### src/rtl/sc_counter_pkg.sv
// ============================================================================
// Module : sc_counter_pkg
// Brief  : Shared state, mode and default-period definitions for the tick generator.
// Rev    : 1.0
// ============================================================================
`default_nettype none

package sc_counter_pkg;

    typedef enum logic [1:0] {
        IDLE = 2'b00,
        RUN  = 2'b01,
        DONE = 2'b10
    } state_t;

    localparam logic MODE_PERIODIC = 1'b0;
    localparam logic MODE_ONESHOT  = 1'b1;

    // Sliced down to the channel width; supports widths up to 64 bits.
    localparam logic [63:0] DEFAULT_PERIOD = '1;

endpackage

`default_nettype wire

### src/rtl/sc_counter_tick_channel.sv
// ============================================================================
// Module : sc_counter_tick_channel
// Brief  : One tick channel: IDLE/RUN/DONE FSM, count, period/mode and eoc registers.
// Rev    : 1.0
// ============================================================================
`default_nettype none

module sc_counter_tick_channel
    import sc_counter_pkg::*;
#(
    parameter int COUNTER_DATAWIDTH_BUS = 25
) (
    input  logic                             clk,
    input  logic                             rst_n,
    input  logic                             load_n,
    input  logic [COUNTER_DATAWIDTH_BUS-1:0] period_in,
    input  logic                             mode_in,
    input  logic                             enable_n,
    input  logic                             clear_n,
    output logic                             eoc_n,
    output logic                             busy,
    output logic [COUNTER_DATAWIDTH_BUS-1:0] count
);

    state_t                           state;
    logic [COUNTER_DATAWIDTH_BUS-1:0] period;
    logic                             mode;

    always_ff @(posedge clk or negedge rst_n) begin
        if (!rst_n) begin
            state  <= IDLE;
            count  <= '0;
            period <= DEFAULT_PERIOD[COUNTER_DATAWIDTH_BUS-1:0];
            mode   <= MODE_PERIODIC;
            eoc_n  <= 1'b1;
        end else begin
            // The pulse lasts one cycle unless a terminal match re-arms it below.
            eoc_n <= 1'b1;
            if (!clear_n) begin
                state <= IDLE;
                count <= '0;
            end else if (!load_n) begin
                period <= period_in;
                mode   <= mode_in;
                state  <= IDLE;
                count  <= '0;
            end else begin
                case (state)
                    IDLE: begin
                        if (!enable_n) begin
                            state <= RUN;
                            count <= '0;
                        end
                    end
                    RUN: begin
                        if (!enable_n) begin
                            if (count == period) begin
                                count <= '0;
                                eoc_n <= 1'b0;
                                if (mode == MODE_ONESHOT) begin
                                    state <= DONE;
                                end
                            end else begin
                                count <= count + 1'b1;
                            end
                        end
                    end
                    DONE: begin
                        count <= '0;
                    end
                    default: begin
                        state <= IDLE;
                        count <= '0;
                    end
                endcase
            end
        end
    end

    assign busy = (state == RUN);

endmodule

`default_nettype wire

### src/rtl/sc_counter_tick_gen.sv
// ============================================================================
// Module : sc_counter_tick_gen
// Brief  : N-channel programmable tick generator; optional SC_COUNTER_GLOBAL_PAUSE_EN
//          adds a global active-low pause input.
// Rev    : 1.0
// ============================================================================
`default_nettype none

module sc_counter_tick_gen
    import sc_counter_pkg::*;
#(
    parameter int COUNTER_DATAWIDTH_BUS = 25,
    parameter int CHANNELS              = 4
) (
    input  logic                                      SC_COUNTER_CLOCK_50,
    input  logic                                      SC_COUNTER_RESET_InLow,
`ifdef SC_COUNTER_GLOBAL_PAUSE_EN
    input  logic                                      SC_COUNTER_pause_InLow,
`endif
    input  logic [CHANNELS-1:0]                       SC_COUNTER_load_InLow,
    input  logic [CHANNELS*COUNTER_DATAWIDTH_BUS-1:0] SC_COUNTER_period_InBUS,
    input  logic [CHANNELS-1:0]                       SC_COUNTER_mode_In,
    input  logic [CHANNELS-1:0]                       SC_COUNTER_enable_InLow,
    input  logic [CHANNELS-1:0]                       SC_COUNTER_clear_InLow,
    output logic [CHANNELS-1:0]                       SC_COUNTER_eoc_OutLow,
    output logic [CHANNELS-1:0]                       SC_COUNTER_busy_Out,
    output logic [CHANNELS*COUNTER_DATAWIDTH_BUS-1:0] SC_COUNTER_count_OutBUS
);

    logic [CHANNELS-1:0] enable_gated_n;

    // A paused channel behaves exactly as if its own enable were deasserted.
`ifdef SC_COUNTER_GLOBAL_PAUSE_EN
    assign enable_gated_n = SC_COUNTER_enable_InLow | {CHANNELS{~SC_COUNTER_pause_InLow}};
`else
    assign enable_gated_n = SC_COUNTER_enable_InLow;
`endif

    for (genvar i = 0; i < CHANNELS; i++) begin : g_channel
        sc_counter_tick_channel #(
            .COUNTER_DATAWIDTH_BUS(COUNTER_DATAWIDTH_BUS)
        ) u_channel (
            .clk       (SC_COUNTER_CLOCK_50),
            .rst_n     (SC_COUNTER_RESET_InLow),
            .load_n    (SC_COUNTER_load_InLow[i]),
            .period_in (SC_COUNTER_period_InBUS[i*COUNTER_DATAWIDTH_BUS +: COUNTER_DATAWIDTH_BUS]),
            .mode_in   (SC_COUNTER_mode_In[i]),
            .enable_n  (enable_gated_n[i]),
            .clear_n   (SC_COUNTER_clear_InLow[i]),
            .eoc_n     (SC_COUNTER_eoc_OutLow[i]),
            .busy      (SC_COUNTER_busy_Out[i]),
            .count     (SC_COUNTER_count_OutBUS[i*COUNTER_DATAWIDTH_BUS +: COUNTER_DATAWIDTH_BUS])
        );
    end

endmodule

`default_nettype wire
### config.mk
export PLATFORM = sky130hd
export DESIGN_NAME = sc_counter_tick_gen
export DESIGN_NICKNAME = d
export VERILOG_FILES = /design/src/rtl/sc_counter_pkg.sv /design/src/rtl/sc_counter_tick_channel.sv /design/src/rtl/sc_counter_tick_gen.sv
export SDC_FILE = /design/constraint.sdc
export NUM_CORES = 1
export LEC_CHECK = 0
export BUFFER_PORTS_ARGS = -buffer_cell sky130_fd_sc_hd__buf_2
export CORE_ASPECT_RATIO = 0.75
export CORE_MARGIN = 2
export CORE_UTILIZATION = 50
export CTS_CLUSTER_DIAMETER = 60
export CTS_CLUSTER_SIZE = 16
export DETAILED_ROUTE_END_ITERATION = 8
export GPL_TIMING_DRIVEN = 0
export PLACE_DENSITY = 0.77
export SLEW_MARGIN = 10
export SYNTH_ARGS = -nofsm -noshare
export SYNTH_HDL_FRONTEND = slang
export SYNTH_HIERARCHICAL = 1
export SYNTH_SLANG_ARGS = --single-unit
### constraint.sdc
create_clock -name SC_COUNTER_CLOCK_50 -period 1.8 [get_ports SC_COUNTER_CLOCK_50]
set_input_delay 0.36 -clock SC_COUNTER_CLOCK_50 [delete_from_list [all_inputs] [get_ports SC_COUNTER_CLOCK_50]]
set_output_delay 0.36 -clock SC_COUNTER_CLOCK_50 [all_outputs]
set_load 0.01 [all_outputs]
==> flow_metrics.py <==
metrics = {
    "floorplanning": {
        "num_rows": 46,
        "die_h_um": 130.7,
        "die_w_um": 173.0,
        "start_util_pct": 50.81,
        "die_area_mm2": 0.02261,
        "core_area_mm2": 0.02107,
        "io_pins": 226,
    },
    "worst_setup_path": {
        "worst-path-stages": 6,
        "path_class": "reg2reg",
        "regToRegEndpoint": "g_channel[1].u_channel/state[0]$_DFFE_PN0P_",
        "r2r_cells": 6,
        "required_ns": 2.17,
        "startpoint_type": "register",
        "r2r-start": "g_channel[1].u_channel/count[16]$_DFFE_PN0P_",
        "cpPeakStageDelay_ns": 0.51,
        "crit_path_start": "g_channel[1].u_channel/count[16]$_DFFE_PN0P_",
        "cp_top_family": "simple AND/OR/NAND/NOR gates",
        "crit_path_end_kind": "register",
        "worstPathCellList": "xor2_1, nor4_2, buf_4, nand2_1, or4_4, o211a_1",
        "reg2reg_slack_ns": -0.22,
        "cp_max_fo": 4,
        "crit_buf_inv": 1,
        "crit_arrival_ns": 2.39,
        "slowest_stage": "or4_4",
        "endpoint": "g_channel[1].u_channel/state[0]$_DFFE_PN0P_",
    },
    "outcome": {
        "violations": "negative setup slack",
        "status": "complete, but fails checks",
    },
    "timing": {
        "tightest_slew_ns": 0.8247,
        "finalCritPeriodShare_pct": 112.4,
        "worst_hold_slack_ns": 0.1060,
        "fmax_mhz": 494.3,
        "fin_skew_ns": 0.02155,
        "rsz0062_at_grt": "true",
        "relSlewSlack_pct": 45.02,
        "setup_ws_ns": -0.2232,
        "final_hold_viol_count": 0,
        "fin_crit_ns": 2.023,
        "final-max-slew-violation-count": 0,
        "setup_viol_count_final": 105,
    },
    "clocking": {
        "cts-root-buf": "clkbuf_16",
        "cts_tree": "built",
        "numCtsBuffers": 17,
        "clkTransAtPathRegs_ns": 0.08,
        "htree_levels": 1,
        "clockBufferDepth": 3,
        "cts_sinks": 216,
        "clk_latency_ns": 0.48,
    },
    "logic_synthesis": {
        "synth-seq-area-share_pct": 51.71,
        "synth_ff_type": "dfrtp_1",
        "ys_warn_count": 6,
        "synth_edf_count": 0,
        "synth_cell_types": 44,
        "syn-instance-count": 933,
        "async_flop_share_pct": 100.0,
        "netlist_area_mm2": 0.01070,
        "avgSynthCellArea_um2": 11.47,
        "ys_ff_latch": 216,
        "syn_nets": 1055,
    },
    "power": {
        "p_per_area_mw_per_mm2": 739.7,
        "power.leakage_nw": 6.254,
        "ir_drop_mv": 0.7443,
    },
    "finish": {
        "antenna_cells": 0,
        "final_cell_count_no_fill": 1542,
        "syn2layout_area_growth_pct": 33.63,
        "fillCellCount": 1573,
        "drive_above_1_share_pct": 57.66,
        "nets": 1366,
    },
    "route": {
        "finalWirelength_mm": 27.90,
        "drtIter0Drc": 771,
        "wl_per_cell_um": 18.10,
        "drc_errors": 0,
        "via_count": 8365,
        "dr.pass1.iters": 7,
        "postRouteAntennaNets": 0,
        "viasPerCell": 5.425,
    },
    "place": {
        "hpwlAfterDp_mm": 18.49,
        "place_inst": 1446,
        "numPortBuffers": 224,
        "pre_cts_ws_ns": -0.5754,
        "gp_congestion": 0.8213,
    },
    "grt": {
        "grt_pass1_vias": 8087,
        "grtUsageTotal_pct": 23.71,
        "grt_pass1_wl_mm": 43.35,
        "grt_max_degree": 110,
        "antenna_found_initial": 0,
        "grt-ovfl-total": 0,
    },
    "job": {
        "maxCapViolations": 0,
    },
    "worst_hold_path": {
        "hold_class": "in2reg",
    },
}
layout make-up:
type                       instances  area, µm²  area share, %
tap                              288      360.3          2.519
buffer                            31      206.4          1.443
multi-input combinational        673       5818          40.68
timing repair buffer             296       1814          12.68
sequential                       216       5597          39.13
clock buffer                      28      466.7          3.263
clock inverter                     1      7.507        0.05248
inverter                           9      33.78         0.2362
report_power, final:
part	internal, mW	switching, mW
logic	0.695	0.680
clock network	1.78	1.70
registers	5.46	0.275
total	7.93	2.65
sequential cells by signal, summed over array words and instances, names as in the netlist:
register and count:
g_channel.u_channel/state 8, g_channel.u_channel/mode 4, g_channel.u_channel/eoc_n 4, g_channel.u_channel/count 100
g_channel.u_channel/period 100
per-stage QoR:
step	cell area (µm²)	setup TNS, ns	util, %	power, mW
global route	14300	-22.96	67.90	11.06
floorplan	10750	-0.2384	-	6.439
CTS	13590	-11.85	64.53	10.56
finish	14300	-15.85	67.90	10.58
detailed placement	12270	-61.62	58.23	6.918
global placement	12230	-632.75	58.05	6.844
logic make-up after synthesis:
| kind of cell | count (synthesis) | synth area share (%) |
|---|---|---|
| adders and majority gates | 4 | 0.4676 |
| xor gates and xnor gates | 190 | 15.55 |
| DFF | 216 | 51.71 |
| AOI/OAI and AO/OA | 31 | 1.765 |
| muxes | 104 | 10.94 |
| and+or+nand+nor | 344 | 17.83 |
| buffers and inverters | 44 | 1.742 |
synth_stat cells, types with 11 or more instances:
master / n / area, µm²
nand4_1: 34 / 212.7
o21ai_0: 13 / 65.06
nand3_1: 50 / 250.2
nor3_1: 17 / 85.08
xor2_1: 133 / 1165
clkbuf_1: 21 / 78.83
buf_2: 11 / 55.05
dfstp_2: 104 / 2733
nand2_1: 30 / 112.6
nor2_1: 110 / 412.9
mux2_2: 104 / 1171
dfrtp_1: 112 / 2803
nor4_1: 28 / 175.2
xnor2_1: 57 / 499.2
placed cells by master (no fill, tap or decap), types with 13 or more instances in the layout:
cell	count
buf_2	226
xor2_1	120
mux2_2	104
dfstp_2	104
dfrtp_1	63
xnor2_1	55
nand3_1	50
dfrtp_2	49
buf_4	47
nor2_2	43
nor2_1	41
nand4_1	34
nand2_1	29
clkbuf_1	28
nor2_4	27
buf_6	22
clkbuf_16	17
nor4_4	15
xor2_2	13
how the worst min path moves through the flow:
stage | start | endpoint | slack, ns | cells after the start
3_5_place_dp | SC_COUNTER_RESET_InLow | g_channel[2].u_channel/state[1]$_DFFE_PN0P_ | 0.46 | 1
4_1_cts | SC_COUNTER_period_InBUS[71] | g_channel[2].u_channel/period[21]$_DFFE_PN1P_ | 0.09 | 2
3_3_place_gp | g_channel[3].u_channel/mode$_DFFE_PN0P_ | g_channel[3].u_channel/mode$_DFFE_PN0P_ | 0.49 | 1
2_1_floorplan | SC_COUNTER_RESET_InLow | g_channel[0].u_channel/count[0]$_DFFE_PN0P_ | 0.06 | 0
6_report | SC_COUNTER_period_InBUS[68] | g_channel[2].u_channel/period[18]$_DFFE_PN1P_ | 0.11 | 2
5_1_grt | SC_COUNTER_period_InBUS[71] | g_channel[2].u_channel/period[21]$_DFFE_PN1P_ | 0.09 | 2
routing by layer:
metal	vias to the layer above	routed length [µm]	global-route usage, %
met4	0	427	4.885
li1	3861	-	-
met2	282	13190	36.92
met1	4190	12610	34.91
met5	-	0	0
met3	32	1676	4.485
timing repair:
item,4_1_cts,5_1_grt
hold buffers,1,0
resized for setup,135,139
setup endpoints to repair,112,113
cloned,7,1
hold endpoints to repair,45,0
buffers inserted,41,25
pin swaps,74,68
(Power assumes the default switching activity.)
